===== src/rtl/if_fetch_stage_pkg.sv =====
// Shared types and constants for the instruction-fetch stage.
package if_fetch_stage_pkg;

    typedef enum logic [1:0] {
        IF_IDLE = 2'd0,
        IF_WAIT = 2'd1,
        IF_DROP = 2'd2,
        IF_FULL = 2'd3
    } if_state_e;

    localparam logic [31:0] PC_STEP = 32'd4;

    // Instructions are word aligned; low address bits are ignored on redirect.
    function automatic logic [31:0] align_pc(input logic [31:0] addr);
        return {addr[31:2], 2'b00};
    endfunction

endpackage


===== src/rtl/if_fetch_stage_if_id_reg.sv =====
// IF/ID pipeline register: flush beats freeze, freeze beats a new load,
// and anything else inserts a bubble with the pc held.
module if_fetch_stage_if_id_reg #(
    parameter logic [31:0] NOP_INSTR = 32'h0000_0000
) (
    input  logic        clk,
    input  logic        rst,
    input  logic        flush,
    input  logic        freeze,
    input  logic        load,
    input  logic [31:0] load_pc,
    input  logic [31:0] load_instr,
    output logic [31:0] if_pc,
    output logic [31:0] if_instruction,
    output logic        if_valid
);

    logic [31:0] pc_q, pc_d;
    logic [31:0] instr_q, instr_d;
    logic        valid_q, valid_d;

    always_comb begin
        pc_d    = pc_q;
        instr_d = instr_q;
        valid_d = valid_q;
        if (flush) begin
            valid_d = 1'b0;
            instr_d = NOP_INSTR;
        end else if (!freeze) begin
            if (load) begin
                pc_d    = load_pc;
                instr_d = load_instr;
                valid_d = 1'b1;
            end else begin
                valid_d = 1'b0;
                instr_d = NOP_INSTR;
            end
        end
    end

    always_ff @(posedge clk or posedge rst) begin
        if (rst) begin
            pc_q    <= 32'h0000_0000;
            instr_q <= NOP_INSTR;
            valid_q <= 1'b0;
        end else begin
            pc_q    <= pc_d;
            instr_q <= instr_d;
            valid_q <= valid_d;
        end
    end

    assign if_pc          = pc_q;
    assign if_instruction = instr_q;
    assign if_valid       = valid_q;

endmodule


===== src/rtl/if_fetch_stage.sv =====
// Instruction fetch: owns the PC, runs the imem req/ack handshake and feeds
// the IF/ID register, with a one-word buffer to absorb decode freezes.
//
//   state   | meaning
//   IF_IDLE | just out of reset, no request yet
//   IF_WAIT | request to fetch_pc outstanding
//   IF_DROP | redirected while a request was in flight; its word is discarded
//   IF_FULL | word fetched during a freeze, held in the buffer
module if_fetch_stage
    import if_fetch_stage_pkg::*;
#(
    parameter logic [31:0] RESET_PC  = 32'h0000_0000,
    parameter logic [31:0] NOP_INSTR = 32'h0000_0000
) (
    input  logic        clk,
    input  logic        rst,
    input  logic        freeze,
    input  logic        branch_taken,
    input  logic [31:0] branch_addr,
    output logic        imem_req,
    output logic [31:0] imem_addr,
    input  logic        imem_ack,
    input  logic [31:0] imem_rdata,
    output logic [31:0] if_pc,
    output logic [31:0] if_instruction,
    output logic        if_valid
);

    if_state_e   state_q, state_d;
    logic [31:0] fetch_pc_q, fetch_pc_d;
    logic [31:0] drop_addr_q, drop_addr_d;
    logic [31:0] buf_instr_q, buf_instr_d;
    logic [31:0] buf_pc_q, buf_pc_d;

    logic [31:0] pc_next;
    logic [31:0] br_target;
    logic        deliver;
    logic [31:0] deliver_instr;
    logic [31:0] deliver_pc;

    assign pc_next   = fetch_pc_q + PC_STEP;
    assign br_target = align_pc(branch_addr);

    always_comb begin
        state_d       = state_q;
        fetch_pc_d    = fetch_pc_q;
        drop_addr_d   = drop_addr_q;
        buf_instr_d   = buf_instr_q;
        buf_pc_d      = buf_pc_q;
        deliver       = 1'b0;
        deliver_instr = imem_rdata;
        deliver_pc    = pc_next;

        case (state_q)
            IF_IDLE: begin
                state_d = IF_WAIT;
                if (branch_taken) fetch_pc_d = br_target;
            end
            IF_WAIT: begin
                if (imem_ack) begin
                    if (branch_taken) begin
                        fetch_pc_d = br_target;
                    end else begin
                        fetch_pc_d = pc_next;
                        if (freeze) begin
                            buf_instr_d = imem_rdata;
                            buf_pc_d    = pc_next;
                            state_d     = IF_FULL;
                        end else begin
                            deliver = 1'b1;
                        end
                    end
                end else if (branch_taken) begin
                    // The in-flight request cannot be withdrawn; keep its address on the bus.
                    drop_addr_d = fetch_pc_q;
                    fetch_pc_d  = br_target;
                    state_d     = IF_DROP;
                end
            end
            IF_DROP: begin
                if (branch_taken) fetch_pc_d = br_target;
                if (imem_ack) state_d = IF_WAIT;
            end
            IF_FULL: begin
                if (branch_taken) begin
                    fetch_pc_d = br_target;
                    state_d    = IF_WAIT;
                end else if (!freeze) begin
                    deliver       = 1'b1;
                    deliver_instr = buf_instr_q;
                    deliver_pc    = buf_pc_q;
                    state_d       = IF_WAIT;
                end
            end
            default: state_d = IF_IDLE;
        endcase
    end

    always_ff @(posedge clk or posedge rst) begin
        if (rst) begin
            state_q     <= IF_IDLE;
            fetch_pc_q  <= RESET_PC;
            drop_addr_q <= RESET_PC;
            buf_instr_q <= NOP_INSTR;
            buf_pc_q    <= 32'h0000_0000;
        end else begin
            state_q     <= state_d;
            fetch_pc_q  <= fetch_pc_d;
            drop_addr_q <= drop_addr_d;
            buf_instr_q <= buf_instr_d;
            buf_pc_q    <= buf_pc_d;
        end
    end

    assign imem_req  = (state_q == IF_WAIT) || (state_q == IF_DROP);
    assign imem_addr = (state_q == IF_DROP) ? drop_addr_q : fetch_pc_q;

    if_fetch_stage_if_id_reg #(
        .NOP_INSTR(NOP_INSTR)
    ) u_if_id_reg (
        .clk           (clk),
        .rst           (rst),
        .flush         (branch_taken),
        .freeze        (freeze),
        .load          (deliver),
        .load_pc       (deliver_pc),
        .load_instr    (deliver_instr),
        .if_pc         (if_pc),
        .if_instruction(if_instruction),
        .if_valid      (if_valid)
    );

endmodule


===== config.mk =====
export PLATFORM = sky130hd
export DESIGN_NAME = if_fetch_stage
export DESIGN_NICKNAME = d
export VERILOG_FILES = /design/src/rtl/if_fetch_stage_pkg.sv /design/src/rtl/if_fetch_stage_if_id_reg.sv /design/src/rtl/if_fetch_stage.sv
export SDC_FILE = /design/constraint.sdc
export NUM_CORES = 1
export LEC_CHECK = 0
export CORE_ASPECT_RATIO = 0.8
export CORE_MARGIN = 2
export CORE_UTILIZATION = 51
export CTS_CLUSTER_SIZE = 28
export DETAILED_ROUTE_END_ITERATION = 8
export PLACE_DENSITY = 0.85
export REMOVE_ABC_BUFFERS = 1
export SYNTH_ARGS = -nofsm -noshare
export SYNTH_HDL_FRONTEND = slang
export SYNTH_SLANG_ARGS = --single-unit
export TNS_END_PERCENT = 1

===== constraint.sdc =====
create_clock -name clk -period 7.3 [get_ports clk]
set_input_delay 1.46 -clock clk [delete_from_list [all_inputs] [get_ports clk]]
set_output_delay 1.46 -clock clk [all_outputs]
set_load 0.01 [all_outputs]

# Word-level counts from Yosys, hierarchy flattened

Cells that the tools add are included.

Word-level logic and storage cells: 53
Flip-flop bits (word level): 195
Output and inout bits: 98

Reduce and logical (&&, ||, !) cells: 7
Equal/unequal tests: 9
Add/subtract/negate cells: 1
Bitwise operators: 3
Muxes and demuxes: 25

Operator list:

| kind                                          | count |
|---|---|
| two-way mux 32 bit                            | 9 |
| case mux 32 bit (2 select lines)              | 1 |
| adder 32 x 3 -> 32 bit, second input constant | 1 |
| two-way mux 2 bit                             | 7 |
| != test 3 bit, second input constant          | 4 |
| case mux 2 bit (4 select lines)               | 1 |
| two-way mux 1 bit                             | 6 |
| AND reduction 3 bit                           | 2 |
| AND reduction 5 bit                           | 1 |
| == test 2 bit, second input constant          | 2 |
| AND reduction 4 bit                           | 1 |
| inverter 1 bit                                | 3 |
| OR reduction 3 bit                            | 1 |
| == test 2 x 1 -> 1 bit, second input constant | 1 |
| zero test 2 bit                               | 1 |
| != test 2 x 1 -> 1 bit, second input constant | 1 |
| != test 2 bit, second input constant          | 1 |
| case mux 1 bit (2 select lines)               | 1 |
| logical OR 1 bit                              | 1 |

# Depth between registers and ports, before layout

Depth in word-level cells: 7
Gate-level depth with buffers: 9
Mapped depth without buffers: 7

# Modules after synthesis

Synthesis repeated with hierarchy kept, for this count alone.

Cells, all modules: 1082
Area, all modules: 9894.5 µm²

By module, submodules not included:

| module                   | area each (µm²) | times used | cells each |
|---|---|---|---|
| if_fetch_stage           | 7254.5          | 1          | 867 |
| if_fetch_stage_if_id_reg | 2640.0          | 1          | 215 |

# Worst setup path before layout

OpenSTA, ideal clock, no wires.

Kind: flip-flop to output port
From: register state_q[0]
To: output imem_addr[11]
Stages on the path, launching flop included: 6
Setup slack: 4.176 ns
Arrival: 1.664 ns
Buffers on the path: 2
Cells stage by stage: dfrtp_1 -> inv_1 -> ha_1 -> clkbuf_1 -> buf_1 -> mux2_2

Cells in the longest elaborated chain, start to end: 2

Ends and longest elaborated chain:

| what                   | RTL line              | RTL |
|---|---|---|
| start, declared        | if_fetch_stage.sv:29  | `if_state_e state_q, state_d;` |
| start signal, assigned | if_fetch_stage.sv:107 | `state_q <= state_d;` |
| == test 2 bit          | if_fetch_stage.sv:116 | `assign imem_addr = (state_q == IF_DROP) ? drop_addr_q : fetch_pc_q;` |
| two-way mux 32 bit     | if_fetch_stage.sv:116 |  |
| end, declared          | if_fetch_stage.sv:21  | `output logic [31:0] imem_addr,` |

No other way between the ends.

# Worst setup path after layout

From: register state_q[0]
To: output imem_addr[7]

Same word-level chain as after synthesis.

==> summary.md <==
| Metric | Value |
|---|---|
| Synth cell types | 53 |
| EDFF count, synth | 0 |
| DR pass1 iterations | 5 |
| DP Cell Count | 1,230 |
| NumNets Final | 1,070 |
| Maximum VDD drop | 0.000230 V |
| Post-DP Area | 11,200 um2 |
| Slew of the pin with the lowest slew margin | 1.04 ns |
| Register-to-Register Path Depth | 7 |
| Power after layout | 0.00406 W |
| Skew-Pair Late Insertion Delay | 0.43 ns |
| Maximum fanout along the worst path | 37 |
| Fin. Hold Viols | 0 |
| Worst Hold End | u_if_id_reg.if_pc[10] |
| Most frequent cells in the layout | dfrtp_1 (195), clkdlybuf4s50_1 (163), nand2_1 (128), o21ai_0 (115), mux2_2 (99) |
| Gp weighted congestion | 0.789 |
| Final wirelength | 22,800 um |
| Flops & latches, synth | 195 |
| Most used DFF post-synth | dfrtp_1 |
| RR Endpoint | u_if_id_reg.if_pc[31] |
| Reg2reg start | state_q[1] |
| Final setup vio count | 0 |
| RSZ-0062 raised after global routing | no |
| Clk pwr share | 25.2% |
| Vias in the first global route | between 7,000 and 8,000 |
| WHS Path Cells | 1 |
| Clock Path Buffers | 2 |
| Critical path, cell by cell | inv_1, ha_2, mux2_2, clkdlybuf4s50_1 |
| N_diodes | 0 |
| Required time worst endpoint | 5.84 ns |
| Post-synth ARST share | 100% |
| Status | finished clean |
| Slew HR | 30.6% |
| Fin crit period | 4.21 ns |
| Syn avg cell area | 10.9 um2 |
| Core ar. | 18,200 um2 |
| Initial DRC count | 440 |
| Synth warn | 0 |
| Multi-input logic area | 4230 um2 |
| Max stage delay cell, worst path | ha_2 |
| CTS HTree Levels | 4 |
| Min-Delay Path Class | reg -> reg |
| Die width | 157 um |
| Setup TNS Final | 0 ns |
| First-pass GRT wire length | about 37,000 um |
| Post-cts resize count | 0 |
| Setup Crit Path Kind | reg -> out |
| Most common cell after layout, fill and taps aside | dfrtp_1 |
| Residual DRC | 0 |
| Setup Buffers After CTS | 0 |
| Switch share | 31.7% |
| Crit end category | output port |
| IO Port Bufs | about 160 |
| Boundary Pins | around 170 |
| Routed len/inst | 18.1 um |
| Final period util | 57.7% |
| Switching power | 0.00129 W |
| Finished Layout Cells | 1,262 |
| Busiest layer in global routing | met2 |
| Met2 usage | about two fifths |
| Detailed placement HPWL | about 15,000 um |
| Mapped Area | 9500 um2 |
| CTS tree | yes |
| Routed vias | around 7,100 |
| Share of power burned in registers | 41.9% |
| Cts bufs inserted | 17 |
| Pwr/cell area | between 300 and 400 nW/um2 |
| Row count | 44 |
| P&R area growth vs syn | 24.4% |
| Cells after synthesis | 875 |
| Worst Skew | 0.00935 ns |
| Fmax | 237 MHz |
| Final instance area | 11,800 um2 |
| Initial core utilization | 52.1% |
| Routed Antenna Nets | 0 |
| Largest net degree at the start of global routing | 146 |
| WP data arrival | 2.75 ns |
| Vert. Die Dim | approximately 130 um |
| Fillers | 1,415 |
| Worst hold margin | 0.478 ns |
| CTS clk-pin slew, worst paths | 0.07 ns |
| Comb pwr share | 32.9% |
| Sequential fraction of the synthesis area | 51.3% |
| Grt total ovfl | 0 |
| Int Power | 0.00277 W |
| Post-DR vias/cell | between 5 and 6 |
| M1 GR Usage | 32.6% |
| Total Routing Usage GR | 24.1% |
| Met3 Usage GRT | 5.57% |
| Max Cap Viol | 0 |
| Clock root buffer | clkbuf_16 |
| Hold_buf cts | 0 |
| LEAKAGE | 5.00 nW |
| Clock sinks | between 150 and 200 |
| Layout cell share with drive strength beyond 1 | 16.8% |
| FF/Latch Area | 4880 um2 |
| CP max stage delay | just over 0.8 ns |
| Die area | around 20,000 um2 |
| Min-delay src | u_if_id_reg.if_pc[10] |
| Final Slew Violations | 0 |
| Initial antenna violation count | 0 |
| Startpoint class of the critical path | flop |
| R2R setup slack | between 4 and 5 ns |
-- Yosys cell counts, types with 11 or more instances --
cell type  instances  area [um2]
xor2_1            29         254
nand2_1          128         480
dfrtp_1          195        4880
xnor2_1           24         210
clkbuf_1          36         135
nor2_1            18        67.6
mux2i_1           38         380
a21oi_1           18        90.1
and3_1            17         106
mux2_2            99        1110
nand3_1           21         105
inv_1             11        41.3
o21ai_0          115         576
nand4_1           15        93.8
-- sequential cells by signal (all words and copies together) (netlist names) --
name / count
buf_instr_q: 32
buf_pc_q: 32
drop_addr_q: 32
fetch_pc_q: 32
state_q: 2
u_if_id_reg.if_instruction: 32
u_if_id_reg.if_pc: 32
u_if_id_reg.if_valid: 1
-- final cells by class --
type                            count  share of cell area [%]
Sequential cell                   195                    41.3
Multi-Input combinational cell    599                    35.8
Timing Repair Buffer              172                    14.4
Clock buffer                       19                    3.83
Tap cell                          253                    2.68
Clock inverter                     13                    1.66
Inverter                           11                   0.413
-- metrics by stage --
| stage | util, % | worst slack, ns |
|---|---|---|
| 6_report | 64.9 | 3.09 |
| 5_1_grt | 64.9 | 2.95 |
| 4_1_cts | 64.9 | 3.05 |
| 3_5_place_dp | 61.3 | 3.11 |
| 3_3_place_gp | 61.3 | 3.16 |
| 2_1_floorplan | - | 0.528 |
-- worst max-delay path, delay by kind of cell (launching register included) --
kind	cells	cell delay [ns]
fa+ha+maj	1	0.83
buf+inv	2	0.59
flops	1	0.45
mux	1	0.44
-- kinds of logic after synthesis --
family / synth area share (%)
mux: 15.9
simple gates: 14.2
fa+ha+maj: 0.658
xor+xnor: 4.88
flops: 51.3
buf+inv: 4.42
compound gates: 8.68
-- worst max-delay path by stage --
stage                                  to  slack, ns       start  cells after the start
floorplan                  buf_instr_q[0]       0.53         rst                      1
global placement    u_if_id_reg.if_pc[31]       3.16    imem_ack                      6
detailed placement  u_if_id_reg.if_pc[31]       3.11    imem_ack                      6
CTS                         imem_addr[25]       3.05  state_q[0]                      4
global route                imem_addr[24]       2.95  state_q[0]                      5
finish                       imem_addr[7]       3.09  state_q[0]                      4
-- per-layer routing --
layer,vias up,routed length (um)
met5,-,0
met3,30,1440
met1,3527,10100
met2,271,10900
met4,0,318
li1,3271,-
-- power groups by stage --
stage	registers, W	logic (W)	clock network (W)
CTS	0.00170	0.00135	0.00104
finish	0.00170	0.00134	0.00102
global route	0.00175	0.00146	0.00108
floorplan	0.00170	0.000756	0
detailed placement	0.00172	0.00134	0
global placement	0.00169	0.00130	0
(Power assumes the default switching activity.)
